--- config.mk ---
export PLATFORM = sky130hd
export DESIGN_NAME = hazard_ctrl
export DESIGN_NICKNAME = d
export VERILOG_FILES = /design/src/rtl/hazard_ctrl_pkg.sv /design/src/rtl/hazard_match.sv /design/src/rtl/hazard_ctrl.sv
export SDC_FILE = /design/constraint.sdc
export NUM_CORES = 1
export LEC_CHECK = 0
export ABC_AREA = 1
export BUFFER_PORTS_ARGS = -buffer_cell sky130_fd_sc_hd__buf_2
export CORE_AREA = 2 2 96 98
export CTS_CLUSTER_DIAMETER = 150
export DETAILED_ROUTE_END_ITERATION = 10
export DIE_AREA = 0 0 98 100
export PLACE_DENSITY = 0.68
export SLEW_MARGIN = 5
export SYNTH_ARGS = -nofsm -noshare
export SYNTH_HDL_FRONTEND = slang
export SYNTH_HIERARCHICAL = 1
export SYNTH_SLANG_ARGS = --single-unit
--- constraint.sdc ---
create_clock -name clk -period 2.6 [get_ports clk]
set_input_delay 0.13 -clock clk [delete_from_list [all_inputs] [get_ports clk]]
set_output_delay 0.13 -clock clk [all_outputs]
set_load 0.02 [all_outputs]
--- src/rtl/hazard_ctrl_pkg.sv ---
// Shared types for the RV32I pipeline hazard controller.
package hazard_ctrl_pkg;

  localparam int unsigned REG_W = 5;

  localparam logic [REG_W-1:0] REG_ZERO = 5'd0;

  // Shadow destination info for an instruction in EX or MEM.
  typedef struct packed {
    logic [REG_W-1:0] rd;
    logic             we;
    logic             ld;
  } sb_entry_t;

endpackage

--- src/rtl/hazard_match.sv ---
// Compares the ID source registers against one scoreboard entry.
module hazard_match
  import hazard_ctrl_pkg::*;
#(
  parameter bit REQ_LD = 1'b0
) (
  input  sb_entry_t        entry,
  input  logic [REG_W-1:0] rs1,
  input  logic [REG_W-1:0] rs2,
  input  logic             use_rs1,
  input  logic             use_rs2,
  output logic             match_c
);

  // REQ_LD restricts the hit to load producers (the forwarding network covers the rest).
  always_comb begin
    match_c = entry.we && (entry.rd != REG_ZERO) &&
              ((use_rs1 && (rs1 == entry.rd)) || (use_rs2 && (rs2 == entry.rd))) &&
              (!REQ_LD || entry.ld);
  end

endmodule

--- src/rtl/hazard_ctrl.sv ---
// Stall/flush/bubble sequencing for the 5-stage RV32I pipeline, with a
// shadow EX/MEM destination scoreboard and stall/flush performance counters.
module hazard_ctrl
  import hazard_ctrl_pkg::*;
#(
  parameter bit          FWD_EN = 1'b1,
  parameter int unsigned CNT_W  = 32
) (
  input  logic             clk,
  input  logic             rst_n,
  input  logic [REG_W-1:0] id_rs1,
  input  logic [REG_W-1:0] id_rs2,
  input  logic             id_use_rs1,
  input  logic             id_use_rs2,
  input  logic [REG_W-1:0] id_rd,
  input  logic             id_rf_we,
  input  logic             id_is_load,
  input  logic             ex_redirect,
  input  logic             mem_req,
  input  logic             mem_ack,
  output logic             pc_stall,
  output logic             ifid_stall,
  output logic             ifid_flush,
  output logic             idex_stall,
  output logic             idex_flush,
  output logic             exmem_stall,
  output logic             memwb_bubble,
  output logic [CNT_W-1:0] stall_cnt,
  output logic [CNT_W-1:0] flush_cnt
);

  localparam logic [1:0] MODE_NORMAL   = 2'd0;
  localparam logic [1:0] MODE_MEMWAIT  = 2'd1;
  localparam logic [1:0] MODE_REDIRECT = 2'd2;
  localparam logic [1:0] MODE_HAZARD   = 2'd3;

  sb_entry_t        ex_sb_q, ex_sb_d;
  sb_entry_t        mem_sb_q, mem_sb_d;
  logic [CNT_W-1:0] stall_cnt_q, stall_cnt_d;
  logic [CNT_W-1:0] flush_cnt_q, flush_cnt_d;
  logic             ex_hit_c;
  logic             mem_hit_c;
  logic             hit_c;
  logic [1:0]       mode_c;

  hazard_match #(
    .REQ_LD (FWD_EN)
  ) u_ex_match (
    .entry   (ex_sb_q),
    .rs1     (id_rs1),
    .rs2     (id_rs2),
    .use_rs1 (id_use_rs1),
    .use_rs2 (id_use_rs2),
    .match_c (ex_hit_c)
  );

  hazard_match #(
    .REQ_LD (1'b0)
  ) u_mem_match (
    .entry   (mem_sb_q),
    .rs1     (id_rs1),
    .rs2     (id_rs2),
    .use_rs1 (id_use_rs1),
    .use_rs2 (id_use_rs2),
    .match_c (mem_hit_c)
  );

  // With forwarding, MEM results are always reachable, so only EX loads stall.
  assign hit_c = ex_hit_c || (!FWD_EN && mem_hit_c);

  // Fixed-priority selection of the cycle's sequencing case.
  always_comb begin
    mode_c = MODE_NORMAL;
    if (mem_req && !mem_ack) begin
      mode_c = MODE_MEMWAIT;
    end else if (ex_redirect) begin
      mode_c = MODE_REDIRECT;
    end else if (hit_c) begin
      mode_c = MODE_HAZARD;
    end
  end

  always_comb begin
    pc_stall     = 1'b0;
    ifid_stall   = 1'b0;
    ifid_flush   = 1'b0;
    idex_stall   = 1'b0;
    idex_flush   = 1'b0;
    exmem_stall  = 1'b0;
    memwb_bubble = 1'b0;
    ex_sb_d      = ex_sb_q;
    mem_sb_d     = mem_sb_q;
    case (mode_c)
      MODE_MEMWAIT: begin
        pc_stall     = 1'b1;
        ifid_stall   = 1'b1;
        idex_stall   = 1'b1;
        exmem_stall  = 1'b1;
        memwb_bubble = 1'b1;
      end
      MODE_REDIRECT: begin
        ifid_flush = 1'b1;
        idex_flush = 1'b1;
        ex_sb_d    = '0;
        mem_sb_d   = ex_sb_q;
      end
      MODE_HAZARD: begin
        pc_stall   = 1'b1;
        ifid_stall = 1'b1;
        idex_flush = 1'b1;
        ex_sb_d    = '0;
        mem_sb_d   = ex_sb_q;
      end
      default: begin
        ex_sb_d  = '{rd: id_rd, we: id_rf_we, ld: id_is_load};
        mem_sb_d = ex_sb_q;
      end
    endcase
  end

  always_comb begin
    stall_cnt_d = stall_cnt_q + CNT_W'(pc_stall);
    flush_cnt_d = flush_cnt_q + CNT_W'(ifid_flush);
  end

  always_ff @(posedge clk or negedge rst_n) begin
    if (!rst_n) begin
      ex_sb_q     <= '0;
      mem_sb_q    <= '0;
      stall_cnt_q <= '0;
      flush_cnt_q <= '0;
    end else begin
      ex_sb_q     <= ex_sb_d;
      mem_sb_q    <= mem_sb_d;
      stall_cnt_q <= stall_cnt_d;
      flush_cnt_q <= flush_cnt_d;
    end
  end

  assign stall_cnt = stall_cnt_q;
  assign flush_cnt = flush_cnt_q;

endmodule

==> results of run 1 <==
sequential cells by signal, summed over array words and instances (netlist names):
signal,flops
ex_sb_q,7
flush_cnt,32
stall_cnt,32
what timing repair did:
action / CTS / global route
hold buffers: 1 / 0
hold endpoints to repair: 25 / 0
gates resized for setup: 0 / 1
setup endpoints to repair: 0 / 3
critical path, delay by kind of cell, from the launching register on:
family	cells	cell delay (ps)
AND/OR/NAND/NOR	13	1210
flip-flops	1	400
adder cells (fa/ha/maj)	2	350
AO/OA/AOI/OAI	1	150
buffers and inverters	1	90
stage by stage:
step | instance area, um^2 | worst slack [ps] | total power, mW | hold slack, ps | utilization
global placement | 4630 | 380 | 1.79 | 169 | 0.521
detailed placement | 4630 | 284 | 1.80 | 171 | 0.521
finish | 4840 | 271 | 2.66 | 28.2 | 0.545
CTS | 4840 | 262 | 2.70 | 16.9 | 0.544
global route | 4840 | 49.0 | 2.81 | 39.1 | 0.545
floorplan | 4020 | 353 | 1.61 | -166 | -
worst min-delay path by stage:
| stage | start | end | slack [ps] | cells past startpoint |
|---|---|---|---|---|
| floorplan | rst_n | ex_sb_q[0] | -170 | 0 |
| global placement | rst_n | stall_cnt[25] | 170 | 1 |
| detailed placement | rst_n | stall_cnt[25] | 170 | 1 |
| CTS | id_rd[1] | ex_sb_q[3] | 20 | 3 |
| global route | id_rd[3] | ex_sb_q[5] | 40 | 3 |
| finish | id_rd[0] | ex_sb_q[2] | 30 | 3 |
layout by cell type (no fill, tap or decap), types with 2 or more instances in the layout:
cell and n:
nand2_1 232, buf_2 94, nor2_1 82, dfrtp_1 71, inv_1 55, nand3_1 26
xor2_1 21, nand3b_1 15, nor2_4 14, xnor2_1 9, clkbuf_8 9, nor2_2 6
ha_1 5, nand2_2 4, nand2_4 2, clkinvlp_4 2, clkinv_2 2, inv_2 2
kinds of logic after synthesis:
logic type,count (synthesis),synth area share
AO/OA/AOI/OAI,2,0.00249
XOR/XNOR,30,0.0653
adder cells (fa/ha/maj),5,0.0156
buffers and inverters,61,0.0597
flip-flops,71,0.442
AND/OR/NAND/NOR,382,0.415
area by class of cell:
class	instances	share of cell area
clock buffers	9	0.0256
clock inverters	7	0.0150
inverters	57	0.0442
multi-input cells	419	0.415
flip-flops and latches	71	0.367
well taps	111	0.0287
repair buffers	97	0.105
layer usage:
layer  GRT usage  part of all wire  vias to the layer above
met3      0.0362             0.039                       16
li1            -                 -                     1871
met4      0.0908             0.022                        0
met1       0.252              0.45                     1693
met2       0.335              0.49                       74
met5           0                 0                        -
Yosys cell counts:
cell type	n	share of area
a21oi_1	1	0.0012
nor3_1	1	0.0012
nand3_1	26	0.032
o21ai_0	1	0.0012
dfrtp_1	71	0.44
buf_4	3	0.0056
nand3b_1	15	0.028
ha_1	5	0.016
clkbuf_1	1	0.00093
xor2_1	21	0.046
inv_1	55	0.051
nor2_1	82	0.077
nand2_2	4	0.0062
inv_2	2	0.0019
xnor2_1	9	0.020
nand2_1	232	0.22
nor2_2	6	0.0093
nor2_4	14	0.039
nand2_4	2	0.0056
power groups by stage:
stage | clock network [mW] | logic (mW) | registers [mW]
floorplan | 0 | 0.187 | 1.42
global placement | 0 | 0.466 | 1.33
finish | 0.884 | 0.472 | 1.31
detailed placement | 0 | 0.479 | 1.33
global route | 0.964 | 0.525 | 1.32
CTS | 0.912 | 0.480 | 1.31
==> Implementation_results.wiki, run 1 <==
{| class="wikitable"
! Metric !! Value
|-
| Growth of design area from synthesis to finish || 20.4%
|-
| Type of the tightest min-delay check || in2reg
|-
| Post-Route Skew || 11.8 ps
|-
| Net switching power figure || 0.853 mW
|-
| Insertion delay to the later sink of the worst-skew pair || 350 ps
|-
| Fraction of power consumed by the clock network || 0.332
|-
| Number of iterations in the first detailed-routing pass || 5
|-
| Number of core rows || 35
|-
| # Max-Cap Violations || 0
|-
| Global-route wire length before repair || 15.9 mm
|-
| Worst endpoint required time || roughly 2800 ps
|-
| Fill cell instance count of the final layout || about 900
|-
| Number of register bits inferred by synthesis || 71
|-
| TritonCTS clock tree || built
|-
| Final HPWL from detailed placement || 7.34 mm
|-
| Warnings, synthesis || 6
|-
| Overall die height || approximately 100 um
|-
| Final hold viol count || 0
|-
| Critical-path cell list || inv_1 -> nand2_1 -> nand2_1 -> nor2_1 -> nand3_1 -> a21oi_2 -> nand2_1 -> nand2_1 -> ha_1 -> ha_1 -> nand2_1 -> nor2_4 -> nand2_1 -> nor2_4 -> nand2_1 -> nand2_1 -> nand2_1
|-
| Net count after synthesis || 580
|-
| Sequential fraction of design power || 0.491
|-
| Maximum count of clock buffers along a single path || 2
|-
| VDD IR-drop max || 0.000582 V
|-
| Critical register-to-register path endpoint || stall_cnt[30]
|-
| Slowest stage cell, crit path || dfrtp_1
|-
| Largest net degree at the start of global routing || 47
|-
| Total negative slack || 0 ps
|-
| Num ports || 95
|-
| Critical path data arrival time || around 2600 ps
|-
| Effective utilization at floorplan || 0.452
|-
| CP max FO || 5
|-
| Setup repair after global routing missed its margin || no
|-
| Count of non-filler cells in the finished layout || 771
|-
| Number of buffers created by CTS || 9
|-
| Period utilisation layout || 0.896
|-
| Area of the core || ~8900 um^2
|-
| Worst setup path endpoint || stall_cnt[30]
|-
| Total inserted antenna cells || 0
|-
| Number of buffers inserted by post-CTS setup repair || 0
|-
| Number of setup violations in the final report || 0
|-
| Crit path capture type || flip-flop
|-
| Mapped cell area || 4020 um^2
|-
| Leakage power || 2.53 nW
|-
| Clock sink count || 71
|-
| Number of DRC markers in iteration 0 || between 90 and 100
|-
| Aggregate routed wire length || 9.34 mm
|-
| Multi-input logic area || 2010 um^2
|-
| Die Area || 9800 um^2
|-
| CTS H-tree depth || 3
|-
| X dimension of the die || 98 um
|-
| Global Route Usage Sum || 0.199
|-
| Share of synthesized area occupied by flip-flops and latches || 0.442
|-
| Post-layout minimum cycle time || roughly 2300 ps
|-
| Source of the critical timing path || ex_sb_q[2]
|-
| Startpoint-to-endpoint class of the critical path || reg2reg
|-
| Layout Nets || 684
|-
| Routed vias || approximately 3700
|-
| DR vias/cell || between 4 and 5
|-
| Highest cell delay on the worst timing path || 400 ps
|-
| Cell type with the highest occurrence count on the critical path || nand2_1
|-
| Highest achievable clock rate || 0.429 GHz
|-
| DRC || 0
|-
| Share of power burned in combinational logic || 0.177
|-
| Power per unit of standard cell area || ~550 nW/um^2
|-
| Antenna violations before repair || 0
|-
| Root cell of the clock tree || clkbuf_8
|-
| Vias in the first global route || 3469
|-
| Slew Viols, Final || 0
|-
| Placer congestion estimate || 0.918
|-
| Instance count after placement with tap cells included || about 750
|-
| FF-to-FF setup slack || between 200 and 300 ps
|-
| Result of the run || complete, no violations
|-
| Crit start category || flip-flop
|-
| Slew at the pin with the worst max-slew slack || between 600 and 700 ps
|-
| Post-DR wirelength/cell || roughly 12 um
|-
| Count of input and output buffers || 94
|-
| Critical R2R Launch || ex_sb_q[2]
|-
| Remaining antenna violation count || 0
|-
| Internal cell power || 1.81 mW
|-
| Syn Area/Cell || roughly 7.3 um^2
|-
| Worst reg2reg path depth || 17
|-
| Clock-pin slew on the worst setup and hold paths || about 80 ps
|-
| Synth cell types || 19
|-
| Fraction of power spent switching nets || 0.320
|-
| Area taken by flip-flops and latches || 1780 um^2
|-
| Gate count of the mapped netlist || 551
|-
| Fraction of layout cells with a size suffix above 1 || 0.214
|-
| Headroom to the max-slew limit || 0.584
|-
| Sum of overflow across all layers after global routing || 0
|}
Power figures use the tool's default switching activity.
==> inputs of run 2 (changes only) <==
- BUFFER_PORTS_ARGS: -buffer_cell sky130_fd_sc_hd__buf_2 -> not set
- DONT_BUFFER_PORTS: not set -> 1
- PLACE_DENSITY: 0.68 -> 0.59
- clock period: 2.6 -> 2.49 ns (I/O delays scaled with it)
==> run 2 against run 1 <==
Effect of this change: global-route usage shrank 0.42 points; non-clock buffer count shrank 79; utilization decreased by 3.2 points; routed wire length down 2.5%; first-iteration DRC count up 4.3%; flip-flop and latch count unchanged; hold slack improved by 53 ps; die area unchanged; sequential power is 15% higher; critical path type unchanged; largest power group unchanged.
==> Implementation_results.wiki, run 2 (synthesis gave the netlist of run 1 again) <==
{| class="wikitable"
! Metric !! Value
|-
| Number of buffers created by CTS || 9
|-
| Crit path capture type || flip-flop
|-
| Clock sink count || 71
|-
| # Max-Cap Violations || 0
|-
| Insertion delay to the later sink of the worst-skew pair || 350 ps
|-
| Antenna violations before repair || 0
|-
| Most frequent cells in the layout || nand2_1 (231), nor2_1 (79), dfrtp_1 (71)
|-
| Cell type with the highest occurrence count on the critical path || nand3_1
|-
| Remaining antenna violation count || 0
|-
| Final setup slack of the worst path || 190 ps
|-
| Effective utilization at floorplan || 0.452
|-
| VDD IR-drop max || roughly 0.00044 V
|-
| Global-route wire length before repair || approximately 15 mm
|-
| Fill cell instance count of the final layout || 889
|-
| Power per unit of standard cell area || 612 nW/um^2
|-
| CTS H-tree depth || 3
|-
| Startpoint-to-endpoint class of the critical path || reg2reg
|-
| Highest achievable clock rate || 0.435 GHz
|-
| Post-DR wirelength/cell || ~13 um
|-
| Post-Route Skew || 12.7 ps
|-
| Leakage power || 2.17 nW
|-
| Number of DRC markers in iteration 0 || 98
|-
| Largest net degree at the start of global routing || 72
|-
| DRC || 0
|-
| Sequential fraction of design power || 0.538
|-
| Growth of design area from synthesis to finish || 13.4%
|-
| Number of iterations in the first detailed-routing pass || 4
|-
| Final Instance Area || 4560 um^2
|-
| Routed vias || 3355
|-
| Critical-path cell list || buf_4 -> nor3_1 -> nand3_1 -> nand3_1 -> a21oi_2 -> nor2_1 -> nand3_1 -> nand2_1 -> dlygate4sd3_1
|-
| Clock-pin slew on the worst setup and hold paths || roughly 80 ps
|-
| X dimension of the die || 98 um
|-
| Root cell of the clock tree || clkbuf_8
|-
| Number of cells traversed by the worst hold path || 3
|-
| Sum of overflow across all layers after global routing || 0
|-
| Final HPWL from detailed placement || 6.78 mm
|-
| Fraction of power spent switching nets || 0.308
|-
| TritonCTS clock tree || built
|-
| Highest cell delay on the worst timing path || 540 ps
|-
| Critical path data arrival time || 2590 ps
|-
| Slew at the pin with the worst max-slew slack || 546 ps
|-
| Slowest stage cell, crit path || dlygate4sd3_1
|-
| Pre-CTS setup slack || 177 ps
|-
| Headroom to the max-slew limit || 0.635
|-
| Fraction of power consumed by the clock network || 0.364
|-
| Count of input and output buffers || 0
|-
| Number of buffers and inverters on the critical path || 2
|-
| Type of the tightest min-delay check || in2reg
|-
| Logic depth of the worst path, buffers included || 9
|-
| Global Route Usage Sum || 0.195
|-
| Layout Nets || 605
|-
| Period utilisation layout || 0.924
|-
| Placed cell areas || 4160 um^2
|-
| Aggregate routed wire length || 9.11 mm
|-
| Internal cell power || 1.93 mW
|-
| Area of the core || 8890 um^2
|-
| Commonest non-fill, non-tap cell in the layout || nand2_1
|-
| Final hold viol count || 0
|-
| Total inserted antenna cells || 0
|-
| Number of setup violations in the final report || 0
|-
| Worst reg2reg path depth || 9
|-
| Die Area || 9800 um^2
|-
| Critical R2R Launch || ex_sb_q[4]
|-
| Worst setup path endpoint || ex_sb_q[3]
|-
| Number of core rows || 35
|-
| Placer congestion estimate || 0.894
|-
| Result of the run || complete, no violations
|-
| DR vias/cell || 4.85
|-
| Num ports || 95
|-
| Overall die height || 100 um
|-
| Slew Viols, Final || 0
|-
| Post-layout minimum cycle time || 2300 ps
|-
| Total negative slack || 0 ps
|-
| CP top delay family || simple AND/OR/NAND/NOR gates
|-
| Maximum count of clock buffers along a single path || 2
|-
| Worst endpoint required time || 2780 ps
|-
| Share of power burned in combinational logic || 0.099
|-
| Net switching power figure || 0.860 mW
|-
| Source of the critical timing path || ex_sb_q[4]
|-
| Area taken by flip-flops and latches || 1780 um^2
|-
| Fraction of layout cells with a size suffix above 1 || 0.0964
|-
| CP max FO || 8
|-
| Crit start category || flip-flop
|-
| Critical register-to-register path endpoint || ex_sb_q[3]
|-
| Vias in the first global route || 3304
|-
| Multi-input logic area || 2030 um^2
|-
| FF-to-FF setup slack || 190 ps
|}
-- run 2: cell types whose count changed in the layout (fill, tap and decap cells not counted), moves of 2 or more --
cell / delta
buf_2: -94
buf_4: +4
clkbuf_1: +2
clkinvlp_4: -2
dlygate4sd3_1: +11
ha_1: -2
ha_2: +2
nor2_1: -3
nor2_2: +2
-- run 2: how the worst min path moves through the flow --
| stage | from | endpoint | slack (ps) |
|---|---|---|---|
| 4_1_cts | ex_redirect | ex_sb_q[5] | 70 |
| 3_5_place_dp | rst_n | stall_cnt[5] | -170 |
| 6_report | ex_redirect | ex_sb_q[6] | 80 |
| 2_1_floorplan | rst_n | ex_sb_q[0] | -170 |
| 5_1_grt | ex_redirect | ex_sb_q[6] | 90 |
| 3_3_place_gp | rst_n | stall_cnt[7] | -170 |
-- run 2: what timing repair did --
action / 4_1_cts / 5_1_grt
hold buffers: 13 / 0
gates resized for setup: 0 / 9
hold endpoints to repair: 78 / 0
buffers inserted: 0 / 2
setup endpoints to repair: 0 / 11
-- run 2: cell type report --
cell class | count | share of cell area
Clock buffer | 11 | 0.0288
Clock inverter | 5 | 0.0181
Inverter | 57 | 0.0469
Multi-Input combinational cell | 419 | 0.446
Sequential cell | 71 | 0.389
Tap cell | 111 | 0.0304
Timing Repair Buffer | 18 | 0.0406
-- run 2: routing by layer --
metal,global-route usage,share of wire
met2,0.341,0.49
met4,0.0929,0.028
met1,0.226,0.43
met5,0,0
met3,0.0467,0.049
-- run 2: power groups by stage --
stage	clock [mW]	combinational, mW	sequential [mW]
floorplan	0	0.196	1.49
global placement	0	0.221	1.53
detailed placement	0	0.227	1.53
CTS	1.05	0.273	1.50
global route	1.08	0.323	1.52
finish	1.02	0.276	1.50
-- run 2: worst reg2reg max path, stage by stage (launching register included) --
cell and delay (ps):
dfrtp_1 410, buf_4 150, nor3_1 210, nand3_1 110
nand3_1 100, a21oi_2 40, nor2_1 420, nand3_1 150
nand2_1 90, dlygate4sd3_1 540
-- run 2: metrics by stage --
stage / hold WS (ps) / utilization / total power [mW] / std cells
3_3_place_gp: -169 / 0.468 / 1.75 / 661
2_1_floorplan: -171 / - / 1.68 / 551
4_1_cts: 73.0 / 0.509 / 2.82 / 690
6_report: 81.7 / 0.513 / 2.79 / 692
5_1_grt: 89.3 / 0.513 / 2.93 / 692
3_5_place_dp: -169 / 0.468 / 1.75 / 661
